===== config.mk =====
export PLATFORM = sky130hd
export DESIGN_NAME = priority_bit_scanner
export DESIGN_NICKNAME = d
export VERILOG_FILES = /design/src/rtl/priority_bit_scanner.sv
export SDC_FILE = /design/constraint.sdc
export NUM_CORES = 1
export LEC_CHECK = 0
export CORE_MARGIN = 8
export CORE_UTILIZATION = 60
export CTS_BUF_LIST = sky130_fd_sc_hd__clkbuf_4
export CTS_CLUSTER_SIZE = 30
export DETAILED_ROUTE_END_ITERATION = 7
export DONT_BUFFER_PORTS = 1
export GPL_TIMING_DRIVEN = 1
export PLACE_DENSITY = 0.76
export REMOVE_ABC_BUFFERS = 1
export SLEW_MARGIN = 10
export SYNTH_ARGS = -nofsm -noshare
export SYNTH_HDL_FRONTEND = slang
export SYNTH_SLANG_ARGS = --single-unit

===== constraint.sdc =====
create_clock -name Clock_In -period 4.9 [get_ports Clock_In]
set_clock_uncertainty 0.2 [all_clocks]
set_input_delay 1.225 -clock Clock_In [delete_from_list [all_inputs] [get_ports Clock_In]]
set_output_delay 1.225 -clock Clock_In [all_outputs]
set_load 0.01 [all_outputs]

===== src/rtl/priority_bit_scanner.sv =====
// Sequential priority scanner: accepts a request vector and emits the index of
// every set bit, one per accepted transfer, in the configured priority order.
`timescale 1ns/1ps

module priority_bit_scanner #(
    parameter int unsigned WIDTH        = 8,
    parameter bit          LOW_PRIORITY = 1'b1,
    localparam int unsigned IDX_W       = $clog2(WIDTH),
    localparam int unsigned CNT_W       = IDX_W + 1
) (
    input  logic             Clock_In,
    input  logic             Reset_n_In,
    input  logic             Enable_In,
    input  logic [WIDTH-1:0] Data_In,
    input  logic             Data_Valid_In,
    output logic             Data_Ready_Out,
    output logic [IDX_W-1:0] Encoded_Value_Out,
    output logic             Encoded_Valid_Out,
    input  logic             Encoded_Ready_In,
    output logic             Last_Out,
    output logic             None_Out,
    output logic [CNT_W-1:0] Remaining_Out
);

    typedef enum logic {
        IDLE = 1'b0,
        SCAN = 1'b1
    } state_t;

    state_t           state;
    state_t           state_next;
    logic [WIDTH-1:0] pending;
    logic [WIDTH-1:0] pending_next;
    logic             none_flag;
    logic             none_next;
    logic [IDX_W-1:0] prio_idx;
    logic [CNT_W-1:0] pop_cnt;

    // Priority index of the pending vector (lowest or highest set bit)
    always_comb begin
        prio_idx = '0;
        if (LOW_PRIORITY) begin
            for (int i = int'(WIDTH) - 1; i >= 0; i--) begin
                if (pending[i]) prio_idx = IDX_W'(i);
            end
        end else begin
            for (int i = 0; i < int'(WIDTH); i++) begin
                if (pending[i]) prio_idx = IDX_W'(i);
            end
        end
    end

    // Population count of pending bits; one extra bit so all-ones fits
    always_comb begin
        pop_cnt = '0;
        for (int i = 0; i < int'(WIDTH); i++) begin
            pop_cnt = pop_cnt + CNT_W'(pending[i]);
        end
    end

    // State, pending vector and empty-load flag registers
    always_ff @(posedge Clock_In or negedge Reset_n_In) begin
        if (!Reset_n_In) begin
            state     <= IDLE;
            pending   <= '0;
            none_flag <= 1'b0;
        end else begin
            state     <= state_next;
            pending   <= pending_next;
            none_flag <= none_next;
        end
    end

    // Next-state logic and register-derived outputs
    always_comb begin
        state_next        = state;
        pending_next      = pending;
        none_next         = 1'b0;
        Data_Ready_Out    = 1'b0;
        Encoded_Valid_Out = 1'b0;
        Encoded_Value_Out = '0;
        Last_Out          = 1'b0;
        Remaining_Out     = '0;
        None_Out          = none_flag;

        case (state)
            IDLE: begin
                // Ready is held low while reset is asserted
                Data_Ready_Out = Enable_In & Reset_n_In;
                if (Enable_In && Data_Valid_In) begin
                    pending_next = Data_In;
                    if (Data_In != '0) begin
                        state_next = SCAN;
                    end else begin
                        none_next = 1'b1;
                    end
                end
            end
            SCAN: begin
                Encoded_Valid_Out = 1'b1;
                Encoded_Value_Out = prio_idx;
                Last_Out          = (pop_cnt == CNT_W'(1));
                Remaining_Out     = pop_cnt;
                if (Encoded_Ready_In) begin
                    pending_next = pending & ~(WIDTH'(1) << prio_idx);
                end
                if (!Enable_In) begin
                    pending_next = '0;
                    state_next   = IDLE;
                end else if (Encoded_Ready_In && (pop_cnt == CNT_W'(1))) begin
                    state_next = IDLE;
                end
            end
            default: begin
                state_next   = IDLE;
                pending_next = '0;
            end
        endcase
    end

endmodule


Word-level counts from Yosys, hierarchy flattened
Cells that the tools add are included.
Widths: inputs -> output; s select.
- flip-flop bits (word level): 10
- output and inout bits: 11
- word-level logic and storage cells: 47
- input bits: 13
- add/subtract/negate cells: 7
- bitwise operators: 4
- reduce and logical (&&, ||, !) cells: 4
- shift-type cells: 1
- multiplexer cells: 25
- equal/unequal tests: 3
- operator list (kind ; number):
    $mux 3 ; 9
    $mux 8 ; 3
    $add 4x1->4 ; 4
    $pmux 8 s2 ; 1
    $mux 1 ; 10
    $and 8x8->8 ; 1
    $not 8->8 ; 1
    $reduce_bool 8->1 ; 1
    $shl 1x3->8 const A ; 1
    $add 3x1->4 ; 1
    $eq 4x1->1 const B ; 1
    $mux 4 ; 1
    $add 2x1->3 ; 1
    $ne 3x3->1 const B ; 1
    $add 1x1->2 ; 1
    $logic_and 1x1->1 ; 2
    $ne 2x2->1 const B ; 1
    $pmux 1 s2 ; 1
    $reduce_and 2->1 ; 1
    $and 1x1->1 ; 1
    $not 1->1 ; 1

Longest topological paths before layout
Gate-level depths: netlist of the first run.
- depth after elaboration: 14
- mapped depth: 12
- gate-level depth less buffers: 12

Worst setup path before layout of the first run
OpenSTA, ideal clock, no wires.
- path kind: register -> output
- from: register pending[0]
- to: output port Last_Out
- stages on the path, launching flop included: 12
- slack: 0.422 ns
- arrival: 3.053 ns
- required time: 3.475 ns
- path buffers: 0
- path through: dfrtp_1 > fa_1 > inv_1 > fa_1 > fa_1 > inv_1 > ha_1 > inv_1 > fa_1 > nand2b_1 > nand2b_1 > a21oi_1
- cells in the longest elaborated chain, start to end: 9
- RTL lines (element ; RTL line ; source):
    from (decl) ; 32 ; logic [WIDTH-1:0] pending;
    from (signal assigned) ; 69 ; pending <= pending_next;
    $add 1x1->2 ; 57 ; pop_cnt = pop_cnt + CNT_W'(pending[i]);
    $add 2x1->3 ; 57 ;
    $add 3x1->4 ; 57 ;
    $add 4x1->4 (4 in a row) ; 57 ;
    $eq 4x1->1 ; 102 ; Last_Out = (pop_cnt == CNT_W'(1));
    $mux 1 ; 86 ; case (state)
    to (decl) ; 20 ; output logic Last_Out,
Every way passes these cells.

Worst setup path in the final report of the first run
Ends and elaborated chain as after synthesis.

==> results of run 1 <==
## worst min path at each step
stage                            end  slack (ns)  depth (start not counted)
after floorplan           pending[4]        0.35                          1
after CTS                 pending[6]        0.41                          2
after global routing      pending[0]        0.43                          0
after detailed placement  pending[6]        0.40                          2
final                     pending[7]        0.41                          2
after global placement    pending[6]        0.39                          2
## flip-flops by register name, indices dropped and copies added (netlist names)
signal / cells
pending: 8
None_Out: 1
state: 1
## cell families (layout without fill, tap and decap cells)
family / count (synthesis) / count (layout) / synth area share
compound gates: 22 / 22 / 0.2193
fa+ha+maj: 8 / 8 / 0.1617
buf+inv: 15 / 18 / 0.07153
flops: 10 / 10 / 0.3110
simple gates: 34 / 34 / 0.2364
## timing repair
action	in CTS	in global routing
hold buffers	0	0
gates resized for setup	1	2
setup endpoints to repair	1	1
buffers inserted	0	1
pin swaps	0	1
## metal layers
metal,track usage,vias to the layer above,routed length (um)
met5,0,-,0
met2,0.2530,22,911
li1,-,322,-
met3,0.03693,5,158
met4,0.09052,0,46
met1,0.1680,329,778
## tightest hold or removal path, stage by stage (launching register included)
cell	delay (ns)
dfrtp_1	0.43
o311ai_2	0.08
nand2_1	0.06
## metrics by stage
step	TNS, ns	power (mW)	hold WS, ns	worst slack (ns)
global route	-0.01191	0.5061	0.4272	-0.01191
CTS	0	0.4479	0.4081	0.01013
global placement	0	0.3754	0.3891	0.2881
floorplan	0	0.3306	0.3524	0.4219
finish	0	0.4589	0.4085	0.1343
detailed placement	0	0.3854	0.3978	0.2463
## Yosys cell counts (all sizes together) (2+ instances only)
master / count / area share
or4: 3 / 0.037
inv: 13 / 0.061
nor3b: 2 / 0.019
fa: 4 / 0.10
o311ai: 2 / 0.031
nand2b: 4 / 0.031
nor4: 2 / 0.016
ha: 4 / 0.062
dfrtp: 10 / 0.31
and3: 2 / 0.016
a22o: 2 / 0.022
nor2b: 3 / 0.023
a21oi: 6 / 0.051
o21ai: 3 / 0.019
nor2: 4 / 0.019
nand2: 11 / 0.051
## power by group through the flow
stage | registers [mW] | clock network (mW) | logic (mW)
after floorplan | 0.133 | 0 | 0.198
after global placement | 0.140 | 0 | 0.236
after detailed placement | 0.140 | 0 | 0.246
after CTS | 0.138 | 0.0586 | 0.251
after global routing | 0.141 | 0.0638 | 0.301
final | 0.137 | 0.0606 | 0.261
## layout make-up
class | count | area, um^2
multi-input combinational | 64 | 508.0
fill | 103 | 404.1
sequential | 10 | 251.5
inverter | 13 | 48.80
clock buffer | 3 | 22.52
tap | 15 | 18.77
timing repair buffer | 2 | 15.01
==> results.json, run 1 <==
{
  "final_area_um2": 864.6,
  "start_kind": "register",
  "clk_latency_ns": 0.28,
  "hold_viol": 0,
  "cts-buffers-inserted": 3,
  "drive_gt1_frac": 0.1304,
  "yosysWarnings": 0,
  "io_pins": 24,
  "p_comb_frac": 0.570,
  "worstPathArrival_ns": 3.34,
  "gp_congestion": 0.7606,
  "fin_util": 0.6815,
  "grt_max_degree": 18,
  "wl_per_cell_um": 17.71,
  "htree_levels": 1,
  "first_iter_violations": 15,
  "setup_violations": 0,
  "synth_seq_cells": 10,
  "placed_area_um2": 822.0,
  "r2r-end": "state",
  "wl_mm": 1.895,
  "path_max_fanout": 2,
  "r2r_cells": 12,
  "layout_commonest_cell": "inv_1",
  "synthCells": 89,
  "cp.required_ns": 3.47,
  "grt_usage": 0.1513,
  "p_int_mw": 0.2418,
  "powerDensity_nw_per_um2": 530.8,
  "crit_path_cell_trace": "fa_1 > inv_1 > fa_1 > fa_1 > inv_1 > ha_1 > inv_1 > fa_1 > nand2b_1 > nand2b_1 > a21oi_4",
  "rows": 13,
  "crit_top_cell": "fa_1",
  "hold_path_class": "reg -> reg",
  "cp_slowest_cell": "fa_1",
  "grt_first_pass_wirelength_mm": 3.194,
  "place_hpwl_mm": 1.468,
  "core_area_um2": 1269,
  "worstReg2RegStart": "pending[0]",
  "maxCapViolCount": 0,
  "fp.dieH_um": 52.62,
  "relSlewSlack": 0.5914,
  "dp.cells": 103,
  "crit_end": "Last_Out",
  "die_w_um": 52.62,
  "viasPerCell": 6.336,
  "start_util": 0.6341,
  "final.period_utilization": 0.9726,
  "p_sw_mw": 0.2172,
  "synth-edff-count": 0,
  "outcome": "completed",
  "final_cells": 107,
  "ant_nets": 0,
  "pwr-share-seq": 0.298,
  "clock_sinks": 10,
  "grt_antenna_before_repair": 0,
  "min_from": "pending[7]",
  "vias": 678,
  "min_period_ns": 4.766,
  "switching_share": 0.4732,
  "cellLeakagePower_nw": 0.4043,
  "final_cell_mix": "inv_1, nand2_1, dfrtp_1",
  "drcViolationCount": 0,
  "synthesis.area_um2": 804.5,
  "fp.dieArea_um2": 2768,
  "cp_num_cells": 11,
  "drtPass1Iterations": 4,
  "max_freq_mhz": 209.8,
  "ys.flop_type": "dfrtp_1",
  "drv_slew": 0,
  "tightest_slew_ns": 0.6129,
  "async_reset_ff_frac": 1.000,
  "regToRegSetupSlack_ns": 1.43,
  "cts-root-buf": "clkbuf_4",
  "cts.path.max_buffers": 2,
  "path_delay_family": "adder cells",
  "end_kind": "output pin",
  "cts_tree": "built",
  "ir_drop_mv": 0.3537,
  "worstSetupStartpoint": "pending[0]",
  "areaGrowthSynthToFinish_pct": 7.465,
  "grt_overflow": 0,
  "port_buffers": 0,
  "path_clk_slew_ns": 0.08,
  "ys_seq_area_frac": 0.3110,
  "nets": 115,
  "critPathKind": "reg -> out",
  "synth.avg_cell_area_um2": 9.040,
  "grt_pass1_vias": 726,
  "antennaDiodeCount": 0,
  "p_clk_frac": 0.132,
  "ys_types": 34,
  "cp.buffers_inverters": 3,
  "crit_path_max_incr_delay_ns": 0.53
}
Note: power is estimated with default switching activity, not from simulation.
==> inputs of run 2 (changes only) <==
Settings changed: SKIP_LAST_GASP set to 1.
==> results of run 2 <==
Same layout as run 1: the final DEF is identical, and so are final timing and power.
==> inputs of run 3 (changes only) <==
Settings changed: CTS_BUF_LIST sky130_fd_sc_hd__clkbuf_4 to sky130_fd_sc_hd__clkbuf_8, TNS_END_PERCENT set to 1.
==> results.json, run 3 (same netlist as run 1, synthesis figures left out) <==
{
  "fp.dieH_um": 52.62,
  "first_iter_violations": 22,
  "drtPass1Iterations": 4,
  "vias": 694,
  "hold_viol": 0,
  "crit_path_max_incr_delay_ns": 0.54,
  "wl_mm": 1.910,
  "cts.path.max_buffers": 2,
  "crit_top_cell": "fa_1",
  "areaGrowthSynthToFinish_pct": 9.798,
  "fp.dieArea_um2": 2768,
  "place_hpwl_mm": 1.468,
  "cp_slowest_cell": "fa_1",
  "path_clk_slew_ns": 0.05,
  "clk_latency_ns": 0.24,
  "critPathKind": "reg -> out",
  "cts_tree": "built",
  "grt_antenna_before_repair": 0,
  "cts_hold_buf": 0,
  "cts-buffers-inserted": 3,
  "cp.required_ns": 3.47,
  "end_kind": "output pin",
  "relSlewSlack": 0.5934,
  "setup-tns-final_ns": 0,
  "path_max_fanout": 2,
  "viasPerCell": 6.486,
  "io_pins": 24,
  "drcViolationCount": 0,
  "worstPathArrival_ns": 3.29,
  "start_kind": "register",
  "tightest_slew_ns": 0.6098,
  "dp_slack_ns": 0.2463,
  "drv_slew": 0,
  "grt_max_degree": 18,
  "cts-root-buf": "clkbuf_8",
  "wl_per_cell_um": 17.85,
  "path_delay_family": "adder cells",
  "grt_usage": 0.1582,
  "setup_violations": 0,
  "ant_nets": 0,
  "layout_setup_ws_ns": 0.1877,
  "gp_congestion": 0.7606,
  "max_freq_mhz": 212.2,
  "rows": 13,
  "cp_num_cells": 11,
  "final.period_utilization": 0.9617,
  "grt_util_met1": 0.1796,
  "core_area_um2": 1269,
  "r2r-end": "state",
  "htree_levels": 1,
  "layout_commonest_cell": "inv_1",
  "cp.buffers_inverters": 3,
  "p_total_mw": 0.4863,
  "min_from": "pending[7]",
  "outcome": "completed",
  "grt_overflow": 0,
  "top_register": "pending",
  "final_cell_mix": "inv_1, nand2_1, dfrtp_1",
  "rsz0062_at_grt": "no",
  "start_util": 0.6341,
  "seq_area_um2": 251.5,
  "grt_most_used_layer": "met2",
  "largest_register_ff_count": 8,
  "clock_sinks": 10,
  "grt_util_met2": 0.2510,
  "port_buffers": 0,
  "cellLeakagePower_nw": 0.4120,
  "crit_path_cell_trace": "fa_1 > inv_1 > fa_1 > fa_1 > inv_1 > ha_1 > inv_1 > fa_1 > nand2b_1 > nand2b_1 > a21oi_4",
  "min_period_ns": 4.712,
  "hold_path_depth": 2,
  "use_met3": 0.05398,
  "worst_hold_path.endpoint": "pending[7]",
  "hold_path_class": "reg -> reg",
  "nets": 115,
  "grt_first_pass_wirelength_mm": 3.277,
  "antennaDiodeCount": 0,
  "multi_input_area_um2": 508.0,
  "ir_drop_mv": 0.3519,
  "powerDensity_nw_per_um2": 550.5,
  "maxCapViolCount": 0,
  "nFillCells": 100,
  "r2r_cells": 12,
  "worstReg2RegStart": "pending[0]",
  "whs_ns": 0.4040,
  "drive_gt1_frac": 0.1304,
  "regToRegSetupSlack_ns": 1.43,
  "die_w_um": 52.62,
  "grt_pass1_vias": 727
}
-- run 3: cell counts in the layout (fill, tap and decap cells not counted) --
Identical to the previous run, type by type.
-- run 3: how the worst max path moves through the flow --
| stage | startpoint | to | slack [ns] |
|---|---|---|---|
| after floorplan | pending[0] | Last_Out | 0.42 |
| after CTS | pending[0] | Last_Out | 0.05 |
| after global routing | pending[0] | Last_Out | 0.03 |
| after detailed placement | pending[0] | Last_Out | 0.25 |
| final | pending[0] | Last_Out | 0.19 |
| after global placement | pending[0] | Last_Out | 0.29 |
-- run 3: per-layer routing --
layer  wire [um]  vias to the layer above
met5           0                        -
met4          62                        0
met3         205                        6
met2         896                       38
met1         746                      327
li1            -                      323
-- run 3: power breakdown --
group / switching, mW / internal (mW)
Combinational: 0.152 / 0.112
Clock: 0.0323 / 0.0538
Sequential: 0.0349 / 0.102
Total: 0.219 / 0.267
-- run 3: layout make-up --
cell class                      count  share of cell area
Tap cell                           15             0.02125
Sequential cell                    10              0.2847
Clock buffer                        3             0.04674
Timing Repair Buffer                2             0.01700
Multi-Input combinational cell     64              0.5751
Inverter                           13             0.05524
-- run 3: what timing repair did --
action                     in CTS  in global routing
pin swaps                       0                  1
gates resized for setup         1                  2
setup buffers                   0                  1
setup endpoints to repair       1                  1
-- run 3: tightest hold or removal path, stage by stage, from the launching register on --
cell and delay, ns:
dfrtp_1 0.42, o311ai_2 0.08, nand2_1 0.06
-- run 3: metrics by stage --
stage               utilization  cells  instance area, um^2
floorplan                     -     87                795.8
global placement         0.6479    103                822.0
detailed placement       0.6479    103                822.0
CTS                      0.6834    106                867.1
global route             0.6963    107                883.3
finish                   0.6963    107                883.3
